===== src/rtl/clock_timekeeper.sv =====
// Timekeeping core: 1 Hz prescaler, 12-hour h:m:s clock, alarm time/arming and gated buzzer tone.
// Optional alarm auto-stop after AUTOSTOP_SEC seconds of ringing: define CLOCK_TK_AUTOSTOP_EN.
module clock_timekeeper #(
  parameter int unsigned CLK_HZ   = 25_000_000,
  parameter int unsigned TONE_DIV = 7000,
  parameter int unsigned AL_STEP  = 10
`ifdef CLOCK_TK_AUTOSTOP_EN
  ,
  parameter int unsigned AUTOSTOP_SEC = 60
`endif
) (
  input  logic       clk,
  input  logic       reset,
  input  logic       sec_adj,
  input  logic       min_adj,
  input  logic       hrs_adj,
  input  logic       al_adj,
  input  logic       al_toggle,
  output logic [5:0] seconds,
  output logic [5:0] minutes,
  output logic [3:0] hours,
  output logic [5:0] al_minutes,
  output logic [3:0] al_hours,
  output logic       al_on,
  output logic       alarm,
  output logic       sec_tick,
  output logic       blink,
  output logic       buzzer_out
);

  localparam int unsigned PC_W   = $clog2(CLK_HZ);
  localparam int unsigned TONE_W = (TONE_DIV > 1) ? $clog2(TONE_DIV) : 1;

  localparam logic [PC_W-1:0]   PC_LAST   = PC_W'(CLK_HZ - 1);
  localparam logic [PC_W-1:0]   PC_HALF   = PC_W'(CLK_HZ / 2);
  localparam logic [TONE_W-1:0] TONE_LAST = TONE_W'(TONE_DIV - 1);
  localparam logic [6:0]        AL_STEP_W = 7'(AL_STEP);

  logic [PC_W-1:0]   pc, pc_nxt;
  logic [TONE_W-1:0] tone_cnt, tone_cnt_nxt;
  logic              tone, tone_nxt;
  logic              blink_nxt;
  logic              sec_tick_cond;

  logic              sec_inc, min_inc, hrs_inc;
  logic              sec_wrap, min_wrap;
  logic [5:0]        seconds_nxt, minutes_nxt, al_minutes_nxt;
  logic [3:0]        hours_nxt, al_hours_nxt;
  logic [6:0]        al_sum;

  logic              match, match_q, alarm_set;
  logic              al_on_nxt, alarm_nxt, buzzer_nxt;

`ifdef CLOCK_TK_AUTOSTOP_EN
  localparam logic [6:0] RING_LAST = 7'(AUTOSTOP_SEC);
  logic [6:0]        ring_cnt, ring_cnt_nxt;
`endif

  // Prescaler, blink decode (from next pc so the flop tracks pc) and free-running tone divider
  always_comb begin
    sec_tick_cond = (pc == PC_LAST);
    pc_nxt        = sec_tick_cond ? '0 : pc + PC_W'(1);
    blink_nxt     = (pc_nxt < PC_HALF);
    tone_cnt_nxt  = (tone_cnt == TONE_LAST) ? '0 : tone_cnt + TONE_W'(1);
    tone_nxt      = (tone_cnt == TONE_LAST) ? ~tone : tone;
  end

  // Time of day: same-cycle requests at each stage collapse to a single +1
  always_comb begin
    sec_inc     = sec_tick_cond | sec_adj;
    sec_wrap    = sec_inc & (seconds == 6'd59);
    seconds_nxt = seconds;
    if (sec_inc) seconds_nxt = sec_wrap ? 6'd0 : seconds + 6'd1;

    min_inc     = sec_wrap | min_adj;
    min_wrap    = min_inc & (minutes == 6'd59);
    minutes_nxt = minutes;
    if (min_inc) minutes_nxt = min_wrap ? 6'd0 : minutes + 6'd1;

    hrs_inc     = min_wrap | hrs_adj;
    hours_nxt   = hours;
    if (hrs_inc) hours_nxt = (hours == 4'd11) ? 4'd0 : hours + 4'd1;
  end

  // Alarm time steps by AL_STEP minutes, carrying into the hour
  always_comb begin
    al_sum         = 7'(al_minutes) + AL_STEP_W;
    al_minutes_nxt = al_minutes;
    al_hours_nxt   = al_hours;
    if (al_adj) begin
      if (al_sum >= 7'd60) begin
        al_minutes_nxt = 6'(al_sum - 7'd60);
        al_hours_nxt   = (al_hours == 4'd11) ? 4'd0 : al_hours + 4'd1;
      end else begin
        al_minutes_nxt = 6'(al_sum);
      end
    end
  end

  // Alarm rings on the rising edge of the time match; toggle outranks a same-cycle set
  always_comb begin
    match      = (hours == al_hours) & (minutes == al_minutes);
    alarm_set  = al_on & match & ~match_q;
    al_on_nxt  = al_on;
    alarm_nxt  = alarm;
    buzzer_nxt = alarm & blink & tone;
`ifdef CLOCK_TK_AUTOSTOP_EN
    ring_cnt_nxt = ring_cnt;
`endif
    if (al_toggle) begin
      if (al_on) begin
        al_on_nxt = 1'b0;
        alarm_nxt = 1'b0;
      end else begin
        al_on_nxt = 1'b1;
      end
    end else if (alarm_set) begin
      alarm_nxt = 1'b1;
`ifdef CLOCK_TK_AUTOSTOP_EN
      ring_cnt_nxt = 7'd0;
    end else if (alarm && sec_tick_cond) begin
      ring_cnt_nxt = ring_cnt + 7'd1;
      if (ring_cnt_nxt == RING_LAST) alarm_nxt = 1'b0;
`endif
    end
  end

  always_ff @(posedge clk or posedge reset) begin
    if (reset) begin
      pc         <= '0;
      tone_cnt   <= '0;
      tone       <= 1'b0;
      blink      <= 1'b1;
      sec_tick   <= 1'b0;
      seconds    <= 6'd0;
      minutes    <= 6'd0;
      hours      <= 4'd0;
      al_minutes <= 6'd0;
      al_hours   <= 4'd0;
      match_q    <= 1'b0;
      al_on      <= 1'b0;
      alarm      <= 1'b0;
      buzzer_out <= 1'b0;
`ifdef CLOCK_TK_AUTOSTOP_EN
      ring_cnt   <= 7'd0;
`endif
    end else begin
      pc         <= pc_nxt;
      tone_cnt   <= tone_cnt_nxt;
      tone       <= tone_nxt;
      blink      <= blink_nxt;
      sec_tick   <= sec_tick_cond;
      seconds    <= seconds_nxt;
      minutes    <= minutes_nxt;
      hours      <= hours_nxt;
      al_minutes <= al_minutes_nxt;
      al_hours   <= al_hours_nxt;
      match_q    <= match;
      al_on      <= al_on_nxt;
      alarm      <= alarm_nxt;
      buzzer_out <= buzzer_nxt;
`ifdef CLOCK_TK_AUTOSTOP_EN
      ring_cnt   <= ring_cnt_nxt;
`endif
    end
  end

endmodule


===== config.mk =====
export PLATFORM = sky130hd
export DESIGN_NAME = clock_timekeeper
export DESIGN_NICKNAME = d
export VERILOG_FILES = /design/src/rtl/clock_timekeeper.sv
export SDC_FILE = /design/constraint.sdc
export NUM_CORES = 1
export LEC_CHECK = 0
export BUFFER_PORTS_ARGS = -buffer_cell sky130_fd_sc_hd__buf_2
export CORE_MARGIN = 4
export CORE_UTILIZATION = 40
export CTS_CLUSTER_SIZE = 14
export DETAILED_ROUTE_END_ITERATION = 16
export GPL_ROUTABILITY_DRIVEN = 0
export MAX_ROUTING_LAYER = met4
export RECOVER_POWER = 100
export SYNTH_ARGS = -nofsm -noshare
export SYNTH_HDL_FRONTEND = slang
export SYNTH_SLANG_ARGS = --single-unit

===== constraint.sdc =====
create_clock -name clk -period 4.8 [get_ports clk]
set_input_delay 0.48 -clock clk [delete_from_list [all_inputs] [get_ports clk]]
set_output_delay 0.48 -clock clk [all_outputs]
set_load 0.02 [all_outputs]

==> metrics.txt, run 1 <==
CP Class reg -> reg; clock transition at the registers of the reported paths 0.08 ns; Syn Nets 384; ANT cells 0; Async S/R FF share, synth 100.0%; Max FO, Critical Path 17; final hold vios 0; core area 8848 µm²; # IOs 38; port buffer count 36; post-DR vias/cell 5.108; GRT Max-Usage Layer met2; worst slew pin tran 1.803 ns; part of the power in the clock network 28.3%; RSZ-0062 raised after global routing no; outcome finished with violations; GRT Util Overall 14.17%; post-synthesis sequential area ratio 47.51%; Pins Over Slew Limit 18; Sink Count 70; hold buffers post-CTS 0; total power 2.046 mW; DR vias 2651; 1st-pass router iterations 4; EDFF count, synth 0; startpoint types flop; most frequent cells in the layout dfrtp_1 (69), nor2_1 (47), clkbuf_1 (30); Non-Filler Instances 519; Netlist cell types 52; initial core utilization 41.70%; Mapped Area 3690 µm²; Worst slew margin -21.12%; Num CTS Buffers 9; violated checks capacitance limit, slew limit; clk_skew 0.01331 ns; ANT nets after route 0; #FFs+latches synth 70; Post-CTS Setup Inserts 0; Hold WC Path Type in -> async; CP endpoint kind flop; DPL Wire Length 5.088 mm; drt drc 0; period utilization 68.70%; switching part of the total 37.05%; Fmax 303.2 MHz; number of synthesis warnings 0; Main synth FF type dfrtp_1; initial antenna violation count 0; GRT met3 Usage 3.352%; Resize count post-CTS 0; final WL 7.075 mm; final critical-path required period 3.298 ns; final core occ 46.59%; Pint 1.288 mW; die height 104.0 µm; CTS tree yes; Post-Place Cells 503; final setup vio count 0; M1 GR Usage 19.07%; Gate Count Post-Synth 368; Die X 104.0 µm; first-pass GRT wire length 12.43 mm; layout cells sized above 1 8.516%; power per cell area 496.3 nW/µm²; Arr. time, crit path 3.51 ns; synthesized area per cell 10.03 µm²; Nets 422; Initial DRC Count 159; # fillers 864; GRT met2 Usage 21.22%; leakage power 1.811 nW; Max VDD drop 321.9 µV; clock latency on the worst-skew pair 0.34 ns; drt wl/cell 13.63 µm; max-cap violation count 1; Die ar. 10830 µm²; Max clock buf depth 2; DP Area 3969 µm²; setup TNS 0 ns; clk root buf clkbuf_8; number of global-route vias before repair 2624; Final Cell Area 4123 µm²; row count 34; Gate power share 30.1%; most common cell after layout, fill and taps aside dfrtp_1; GRT Residual Overflow 0; fraction of power consumed by sequential logic 41.6%; CP required 5.01 ns; Sw Pwr 0.7579 mW; pin count of the biggest net entering global routing 64; CTS H-Tree Depth 3; area grow syn2layout 11.73%
## worst paths after layout
check,to,depth (start not counted),slack (ns),startpoint
max in group asynchronous,pc[10],3,3.64,reset
min in group clk,alarm,2,0.33,al_toggle
max reg2reg,seconds[4],5,1.50,pc[9]
min,al_minutes[3],2,0.08,reset
max,seconds[4],5,1.50,pc[9]
min reg2reg,tone,1,0.46,tone
## stage by stage
step	hold WS, ns	worst slack (ns)
finish	0.08227	1.502
global route	0.08763	1.149
CTS	0.01699	2.112
detailed placement	0.3899	2.136
global placement	0.3884	2.148
floorplan	0.4348	2.524
## logic make-up (layout without fill, tap and decap cells)
family                     Yosys count  after routing  share of synthesized area [%]
muxes                                8              8                          2.340
AOI/OAI and AO/OA                   43             43                          8.444
buffers and inverters               24             67                          2.611
and+or+nand+nor                    160            160                          23.36
adders and majority gates            9              9                          3.052
other                                1              1                         0.1016
DFF                                 70             70                          47.51
xor gates and xnor gates            53             53                          12.58
## critical path, cell delays in order (launching register included)
cell and delay, ns:
dfrtp_1 0.46, or4b_4 0.59, nor3_1 1.37, o21ai_0 0.41, o21ai_0 0.26, o31ai_1 0.09
## cell usage after synthesis (2+ instances only)
library cell / instances / share of area [%]
xnor2_1: 26 / 6.2
and4_1: 5 / 1.2
o21ai_0: 19 / 2.6
nand4_1: 11 / 1.9
xor2_1: 27 / 6.4
nor4_1: 3 / 0.51
nor4_2: 2 / 0.68
nand3_1: 23 / 3.1
nor4b_1: 2 / 0.47
inv_1: 14 / 1.4
nor2_1: 47 / 4.8
mux2i_1: 3 / 0.81
a311oi_1: 2 / 0.47
ha_1: 9 / 3.1
dfrtp_1: 69 / 47
nor3_2: 2 / 0.54
nand2_1: 27 / 2.7
a21o_2: 2 / 0.47
and2_1: 9 / 1.5
and3_1: 8 / 1.4
clkbuf_1: 7 / 0.71
nor3_1: 8 / 1.1
nor4bb_1: 2 / 0.54
a21oi_1: 4 / 0.54
mux2_2: 5 / 1.5
a21o_1: 2 / 0.41
and4b_1: 2 / 0.54
nor2b_1: 2 / 0.34
a211o_1: 2 / 0.47
buf_2: 2 / 0.27
## flip-flops by register name, summed over array words and instances, names as in the netlist, 4 cells and up
register    flops
seconds         6
pc             25
minutes         6
al_minutes      5
tone_cnt       13
al_hours        4
hours           4
## power by group through the flow
stage | Sequential, mW | Combinational, mW | Clock (mW)
global placement | 0.859 | 0.643 | 0
detailed placement | 0.861 | 0.653 | 0
floorplan | 0.923 | 0.399 | 0
finish | 0.852 | 0.615 | 0.579
CTS | 0.851 | 0.654 | 0.593
global route | 0.878 | 0.694 | 0.620
## metal layers
metal / vias to the layer above / part of all wire (%)
met2: 44 / 45
met1: 1243 / 51
li1: 1358 / -
met3: 6 / 3.2
met5: - / 0
met4: 0 / 0.92
## area by class of cell
class,instances,area (µm²),area share [%]
Multi-Input combinational cell,274,1788,43.37
Tap cell,108,135.1,3.278
Sequential cell,70,1753,42.52
Clock buffer,9,123.9,3.005
Inverter,14,52.55,1.275
Timing Repair Buffer,37,150.1,3.642
Clock inverter,7,120.1,2.914
(Power assumes the default switching activity.)
==> run 2, diff against run 1 <==
ABC_AREA = 1   (was default)
clock period = 3.2 ns   (was 4.8 ns; I/O delays follow)
==> run 2 against run 1 <==
The flow now finishes without violations. Fmax grew 31%. Sequential cell count is the same. Via count increased by 43%. Critical endpoint is now hours[3]. Highest routed layer unchanged.
==> metrics.txt, run 2 <==
Post-CTS Setup Inserts 0 (unchanged); most common cell in the netlist nand2_1; PnR worst setup slack 0.6772 ns (-0.8250 ns); Max clock buf depth 2 (unchanged); Sink Count 70 (unchanged); ANT nets after route 0 (unchanged); CP max stage delay 0.39 ns (-0.98 ns); drt drc 0 (unchanged); final WL 9.707 mm (+37%); setup TNS 0 ns (unchanged); row count 37 (+8.8%); clock transition at the registers of the reported paths 0.07 ns (about the same); CP Cell Sequence ha_1 > nand2_2 > nor2_1 > nand2_4 > nor2_1 > nand2_1 > nand2_4 > nand2_4 > nor2_8 > nor2_4 > nor2_4 > nor2_1 > nand2_1 > o21ai_0; CTS tree yes; pre-CTS setup slack 1.146 ns (-0.9899 ns); Arr. time, crit path 2.73 ns (-0.78 ns); pin count of the biggest net entering global routing 31 (-52%); DR vias 3791 (+43%); largest registers pc x25, tone_cnt x13; Hold WC Path Type in -> reg; RSZ-0062 raised after global routing no; Netlist cell types 31 (-40%); final setup vio count 0 (unchanged); GRT Util Overall 17.10% (+2.9 points); most flop-heavy register pc; initial core utilization 41.17% (-0.53 points); CTS H-Tree Depth 3 (unchanged); final critical-path required period 2.523 ns (-0.7750 ns); Worst Hold Depth 3; # IOs 38 (unchanged); Syn Nets 608 (+58%); Async S/R FF share, synth 100.0% (unchanged); drt wl/cell 12.44 µm (-8.7%); most frequent cells in the layout nand2_1 (143), inv_1 (107), nor2_1 (86); WP depth 14 (+9); die height 111.1 µm (+6.8%); RR Startpoint pc[0]; power per cell area 599.1 nW/µm² (+21%); final hold vios 0 (unchanged); hold buffers post-CTS 0 (unchanged); leakage power 2.373 nW (+31%); initial antenna violation count 0 (unchanged); ANT cells 0 (unchanged); DP Area 4612 µm² (+16%); post-DR vias/cell 4.860 (-4.8%); critical path's top delay family simple AND/OR/NAND/NOR gates; layout cells sized above 1 6.056% (-2.5 points); Gate Count Post-Synth 592 (+61%); total power 2.795 mW (+37%); critical path launch point pc[0]; post-synthesis sequential area ratio 41.24% (-6.3 points); Mapped Area 4250 µm² (+15%); Synth area leaders dfrtp_1 (41%), nand2_1 (12%), inv_1 (9.4%); 1st-pass router iterations 5 (+1); Max FO, Critical Path 9 (-8); CP required 3.41 ns (-1.60 ns); Num CTS Buffers 9 (unchanged); Pins Over Slew Limit 0 (-18); core area 10320 µm² (+17%); number of synthesis warnings 0 (unchanged); synthesized area per cell 7.180 µm² (-28%); port buffer count 36 (unchanged); post-synth top area cell dfrtp_1; CP endpoint kind flop; period utilization 78.84% (+10 points); Fmax 396.4 MHz (+31%); # fillers 1102 (+28%); worst slew pin tran 1.361 ns (-0.4418 ns); hold wc startpoint al_toggle; most common cell after layout, fill and taps aside nand2_1; max reg flops 25 (unchanged); Die X 111.1 µm (+6.8%); clk_skew 0.007057 ns (-0.006249 ns); GRT Residual Overflow 0 (unchanged); area grow syn2layout 9.773%; flop-to-flop setup slack 0.68 ns (-0.83 ns); clock latency on the worst-skew pair 0.34 ns (about the same); worst r2r path cells 14 (+9); max-cap violation count 0 (-1); worst path bufs/invs 0 (unchanged); Worst slew margin 9.263% (+30 points); outcome finished, final reports clean; clk root buf clkbuf_8; synth cell count leaders nand2_1 (140), inv_1 (107), nor2_1 (77); Max VDD drop 459.2 µV (+43%); number of global-route vias before repair 3582 (+37%); top-area cell type share of the netlist area 40.62% (-6.2 points); Main synth FF type dfrtp_1; startpoint types flop; Initial DRC Count 229 (+44%); #FFs+latches synth 70 (unchanged); Nets 656 (+55%); slowest CP cell dfrtp_1; Resize count post-CTS 0 (unchanged); CP Class reg -> reg; Die ar. 12340 µm² (+14%); EDFF count, synth 0 (unchanged); DPL Wire Length 7.598 mm (+49%); first-pass GRT wire length 16.91 mm (+36%); Final Cell Area 4666 µm² (+13%)
-- run 2: cell count changes after synthesis, sizes merged, moves of 9 or more --
| cell | change |
|---|---|
| xnor2 | -24 |
| nor2 | +47 |
| xor2 | -9 |
| inv | +96 |
| nand2 | +120 |
| a21oi | +9 |
| and2 | -9 |
| nand3 | +29 |
| o21ai | +16 |
-- run 2: final timing paths --
check | end
hold reg to reg | tone
min in group asynchronous | pc[17]
max in group asynchronous | pc[12]
hold / removal | al_on
setup reg to reg | hours[3]
setup / recovery | hours[3]
-- run 2: per-stage QoR --
step / hold slack (ns) / std cells / util [%]
detailed placement: 0.4619 / 765 / 44.67
floorplan: 0.4420 / 592 / -
CTS: 0.08868 / 780 / 46.30
finish: 0.2322 / 780 / 45.19
global placement: 0.4572 / 765 / 44.67
global route: 0.2285 / 780 / 45.19
-- run 2: kinds of logic (layout without fill, tap and decap cells) --
group	Yosys count	after routing	share of synthesized area (%)
other	1	1	0.08823
AND/OR/NAND/NOR	328	328	35.53
AO/OA/AOI/OAI	52	52	6.388
buffers and inverters	112	164	9.979
flip-flops	70	70	41.24
adder cells (fa/ha/maj)	9	9	2.649
XOR/XNOR	20	20	4.121
-- run 2: routing by layer --
metal	GRT usage [%]	routed length [µm]
met4	5.596	190
met3	3.275	405
met2	25.85	4409
met5	-	0
met1	23.27	4702
-- run 2: final cells by class --
cell class | instances | area [µm²] | share of cell area (%)
inverters | 110 | 412.9 | 8.850
flip-flops and latches | 70 | 1753 | 37.57
multi-input cells | 410 | 2008 | 43.04
repair buffers | 39 | 153.9 | 3.298
clock inverters | 1 | 5.005 | 0.1073
well taps | 136 | 170.2 | 3.647
clock buffers | 14 | 162.7 | 3.486
-- run 2: worst min-delay path, stage by stage --
cell,delay (ns)
buf_2,0.09
nor2_1,0.04
nor2_1,0.08
-- run 2: where the power goes --
group / total (mW) / switching (mW) / internal (mW)
logic: 0.935 / 0.620 / 0.315
clock network: 0.642 / 0.322 / 0.320
registers: 1.22 / 0.193 / 1.02
total: 2.80 / 1.13 / 1.66
